--- src/rtl/top_pkg.sv ---
// rtl/top_pkg.sv - shared destination codes and dispatch entry layout
package top_pkg;

    localparam logic MEMORY_OUT = 1'b0;
    localparam logic ALU_OUT    = 1'b1;

    localparam int ENTRY_DATA_W = 20;

    typedef struct packed {
        logic                    sel;
        logic [ENTRY_DATA_W-1:0] data;
    } dispatch_entry_t;

endpackage

--- src/rtl/top_dispatch_fifo.sv ---
// rtl/top_dispatch_fifo.sv - generic synchronous FIFO with registered occupancy
module top_dispatch_fifo #(
    parameter int WIDTH = 21,
    parameter int DEPTH = 4
) (
    input  logic             clk,
    input  logic             rst,
    input  logic             push,
    input  logic             pop,
    input  logic [WIDTH-1:0] wdata,
    output logic             full,
    output logic             empty,
    output logic [WIDTH-1:0] head
);

    localparam int AW = $clog2(DEPTH);
    localparam int CW = AW + 1;

    logic [WIDTH-1:0] mem [DEPTH];
    logic [AW-1:0]    wr_ptr;
    logic [AW-1:0]    rd_ptr;
    logic [CW-1:0]    count;
    logic             do_push;
    logic             do_pop;

    // A push is refused when full even if a pop frees a slot this cycle.
    assign do_push = push && !full;
    assign do_pop  = pop && !empty;
    assign full    = (count == CW'(DEPTH));
    assign empty   = (count == '0);
    assign head    = mem[rd_ptr];

    always_ff @(posedge clk) begin
        if (rst) begin
            wr_ptr <= '0;
            rd_ptr <= '0;
            count  <= '0;
        end else begin
            if (do_push) wr_ptr <= wr_ptr + 1'b1;
            if (do_pop)  rd_ptr <= rd_ptr + 1'b1;
            case ({do_push, do_pop})
                2'b10:   count <= count + 1'b1;
                2'b01:   count <= count - 1'b1;
                default: count <= count;
            endcase
        end
    end

    always_ff @(posedge clk) begin
        if (do_push) mem[wr_ptr] <= wdata;
    end

endmodule

--- src/rtl/top_dispatch.sv ---
// rtl/top_dispatch.sv - in-order router of buffered words to memory or ALU path
module top_dispatch
    import top_pkg::*;
#(
    parameter int DEPTH  = 4,
    parameter int DATA_W = 20,
    parameter int ALU_W  = 16,
    parameter int CNT_W  = 8
) (
    input  logic              clk,
    input  logic              rst,
    input  logic              in_valid,
    input  logic              in_sel,
    input  logic [DATA_W-1:0] in_data,
    output logic              in_ready,
    output logic              mem_valid,
    output logic [DATA_W-1:0] mem_data,
    input  logic              mem_ready,
    output logic              alu_valid,
    output logic [ALU_W-1:0]  alu_data,
    input  logic              alu_ready,
    output logic [CNT_W-1:0]  mem_cnt,
    output logic [CNT_W-1:0]  alu_cnt,
    output logic              trunc_err
);

    logic              full;
    logic              empty;
    logic              push;
    logic              pop;
    logic              mem_pop;
    logic              alu_pop;
    logic [DATA_W:0]   wr_entry;
    logic [DATA_W:0]   head_entry;
    logic              head_sel;
    logic [DATA_W-1:0] head_data;

    assign in_ready = !full && !rst;
    assign push     = in_valid && in_ready;
    assign wr_entry = {in_sel, in_data};

    top_dispatch_fifo #(
        .WIDTH(DATA_W + 1),
        .DEPTH(DEPTH)
    ) u_fifo (
        .clk  (clk),
        .rst  (rst),
        .push (push),
        .pop  (pop),
        .wdata(wr_entry),
        .full (full),
        .empty(empty),
        .head (head_entry)
    );

    assign head_sel  = head_entry[DATA_W];
    assign head_data = head_entry[DATA_W-1:0];

    // The head alone decides the destination, so a stalled head blocks both paths.
    assign mem_valid = !rst && !empty && (head_sel == MEMORY_OUT);
    assign alu_valid = !rst && !empty && (head_sel == ALU_OUT);
    assign mem_data  = head_data;
    assign alu_data  = head_data[ALU_W-1:0];

    assign mem_pop = mem_valid && mem_ready;
    assign alu_pop = alu_valid && alu_ready;
    assign pop     = mem_pop || alu_pop;

    always_ff @(posedge clk) begin
        if (rst) begin
            mem_cnt   <= '0;
            alu_cnt   <= '0;
            trunc_err <= 1'b0;
        end else begin
            if (mem_pop && (mem_cnt != '1)) mem_cnt <= mem_cnt + 1'b1;
            if (alu_pop && (alu_cnt != '1)) alu_cnt <= alu_cnt + 1'b1;
            if (push && (in_sel == ALU_OUT) && (|in_data[DATA_W-1:ALU_W]))
                trunc_err <= 1'b1;
        end
    end

endmodule

--- config.mk ---
export PLATFORM = sky130hd
export DESIGN_NAME = top_dispatch
export DESIGN_NICKNAME = d
export VERILOG_FILES = /design/src/rtl/top_pkg.sv /design/src/rtl/top_dispatch_fifo.sv /design/src/rtl/top_dispatch.sv
export SDC_FILE = /design/constraint.sdc
export NUM_CORES = 1
export LEC_CHECK = 0
export CAP_MARGIN = 20
export CORE_MARGIN = 3
export CORE_UTILIZATION = 40
export DETAILED_ROUTE_END_ITERATION = 8
export SYNTH_ARGS = -nofsm -noshare
export SYNTH_HDL_FRONTEND = slang
export SYNTH_SLANG_ARGS = --single-unit
--- constraint.sdc ---
create_clock -name clk -period 6.6 [get_ports clk]
set_input_delay 1.32 -clock clk [delete_from_list [all_inputs] [get_ports clk]]
set_output_delay 1.32 -clock clk [all_outputs]
set_load 0.01 [all_outputs]
==> flow_summary_export.csv <==
group,metric,value,unit
worst_hold_path,holdCritStartpoint,"u_fifo.rd_ptr[1]",
timing,tns,0,ns
placed_design,gp_congestion,0.796,
die,pin_count,82,
timing,skew,0.0134,ns
timing,hold_violations,0,
layout,syn_to_final_growth,24.7,%
pwr,leakagePower,1.74,nW
clocking,clock_tree.root_cell,"clkbuf_8",
die,die_area,12400,µm²
layout,register_area,3040,µm²
timing,fmax,209,MHz
global_routing,antenna_found_initial,0,
layout,drive_gt1_frac,0.125,
route,dr.pass1.iters,4,
setup_path,crit_type,"primary input to output pin",
layout,mostFrequentLayoutCell,"edfxtp_1",
timing,post-route-period-util,0.725,
synthesis,synth_area_leaders,"edfxtp_1, dfxtp_1, mux4_2, buf_4, ha_1",
setup_path,rr_worst_depth,9,
route,num_vias,2549,
timing,final-max-slew-violation-count,0,
layout,finish.net_count,382,
global_routing,globalRouteMet1Util,0.181,
clocking,cts.sinks,110,
pwr,max-vdd-ir-drop,0.101,mV
global_routing,use_met2,0.235,
setup_path,cp-end-kind,"output pin",
synthesis,synth_cell_types,35,
synthesis,synth_top_area_cell,"edfxtp_1",
global_routing,overflow,0,
layout,post-route-util,0.525,
layout,final_cell_mix,"edfxtp_1, clkdlybuf4s50_1, dfxtp_1",
timing,whs,0.471,ns
synthesis,synth_top_area_share,0.568,
clocking,hold_buffers,0,
route,drtAntennaViolNets,0,
worst_hold_path,hold_path_class,"register to register",
clocking,post_cts_resized,0,
global_routing,grt_max_degree,25,
setup_path,r2r_end,"u_fifo.count[2]",
synthesis,synth_seq_area_share,0.685,
global_routing,met3_usage,0.0397,
setup_path,arrival,3.46,ns
clocking,cts_tree,"done",
placed_design,placed_cell_area,5280,µm²
clocking,cts-buffers-inserted,9,
synthesis,yosysWarningCount,0,
route,routed_wl,8290,µm
die,num_rows,37,
route,wl_per_cell,17.0,µm
clocking,cts_max_level,3,
synthesis,syn_avg_cell_area,16.1,µm²
clocking,clkTransAtPathRegs,0.10,ns
flow_run,cap_violations,0,
placed_design,numPortBuffers,81,
route,first_iter_violations,102,
timing,max_slew_margin,0.344,
global_routing,grt_pass1_wl,13800,µm
synthesis,syn_inst,276,
layout,n_antenna_cell,0,
worst_hold_path,worst_hold_path.endpoint,"u_fifo.rd_ptr[1]",
setup_path,start_kind,"primary input",
timing,rsz0062_at_grt,"no",
timing,finalSetupViolations,0,
synthesis,netlist_area,4440,µm²
timing,fin_crit,4.78,ns
global_routing,grt_pass1_vias,2641,
setup_path,crit_path_max_fanout,24,
die,initial_utilization,0.421,
pwr,power_per_cell_area,237,nW/µm²
layout,nFillCells,912,
die,die_h,111,µm
setup_path,worstPathRequired,5.28,ns
synthesis,ys_ff_latch,110,
synthesis,syn_nets,310,
clocking,clockBufferDepth,2,
die,core,10600,µm²
placed_design,dp_hpwl,5350,µm
global_routing,grt_busiest_layer,"met2",
clocking,post_cts_buffers,0,
setup_path,ff2ff_setup_slack,3.02,ns
route,route.detailed.drc,0,
global_routing,grtUsageTotal,0.140,
worst_hold_path,whs_path_depth,1,
clocking,clkLatencyLatePin,0.36,ns
timing,worst-slew-pin-transition,0.979,ns
status,status,"finished, final reports clean",
layout,multiInputGateArea,1200,µm²
layout,fin_area,5540,µm²
die,die_x,111,µm
route,vias_per_cell,5.22,
[registers in the layout (all words and copies together), names as in the netlist, named ones only]
signal / cells
alu_cnt: 8
mem_cnt: 8
trunc_err: 1
u_fifo.count: 3
u_fifo.mem: 84
u_fifo.rd_ptr: 2
u_fifo.wr_ptr: 2
[area by class of cell]
cell class / instances / area share
clock buffers: 9 / 0.0223
multi-input cells: 128 / 0.216
inverters: 12 / 0.00813
well taps: 136 / 0.0307
clock inverters: 6 / 0.00993
flip-flops and latches: 110 / 0.549
repair buffers: 87 / 0.163
[Yosys cell counts]
master,number
buf_4,16
o21ai_0,6
o41ai_1,5
o31ai_1,5
nor4_1,3
mux4_2,21
nand4_1,4
and4_1,1
nor3b_1,2
a211oi_1,1
a21oi_1,11
or3_1,4
mux2i_1,2
a31oi_1,2
and2_1,7
nor4b_1,1
o21a_1,1
nand3_1,5
nor2_1,8
buf_1,2
or4b_4,1
nand3b_1,2
and3_1,2
clkbuf_1,8
fa_1,1
inv_1,12
edfxtp_1,84
xnor2_1,1
o311ai_0,5
nor3_1,5
dfxtp_1,26
nand2_1,8
ha_1,7
xor2_1,2
or4_1,5
[power by group]
group	internal, W	switching [W]
logic	0.0000945	0.0000693
registers	0.000765	0.0000166
clock network	0.000143	0.000227
total	0.00100	0.000313
[critical path, stage by stage]
cell and delay [ns]:
clkdlybuf4s50_1 1.03, inv_1 0.37, and3_1 0.25, clkdlybuf4s50_1 0.48
[routing by layer]
layer,wire [µm],share of wire
met5,0,0
met4,74,0.0089
met3,458,0.055
met2,4160,0.50
met1,3600,0.43
[metrics by stage]
step           power, W  cells  worst slack (ns)
4_1_cts         0.00133    483              1.84
2_1_floorplan  0.000884    276              3.11
3_3_place_gp   0.000957    468              1.85
6_report        0.00132    488              1.82
3_5_place_dp   0.000960    468              1.82
5_1_grt         0.00137    488              1.67
[cells by family after synthesis]
family	share of synthesized area
buffers and inverters	0.0456
AO/OA/AOI/OAI	0.0535
flip-flops	0.685
AND/OR/NAND/NOR	0.0752
XOR/XNOR	0.00591
multiplexers	0.111
adder cells (fa/ha/maj)	0.0242
[worst max path at each step]
stage / start / to / depth (start not counted) / slack (ns)
floorplan: rst / u_fifo.count[2] / 10 / 3.11
global placement: rst / alu_valid / 4 / 1.85
detailed placement: rst / alu_valid / 4 / 1.82
CTS: rst / alu_valid / 4 / 1.84
global route: rst / alu_valid / 4 / 1.67
finish: rst / alu_valid / 4 / 1.82
(Power assumes the default switching activity.)
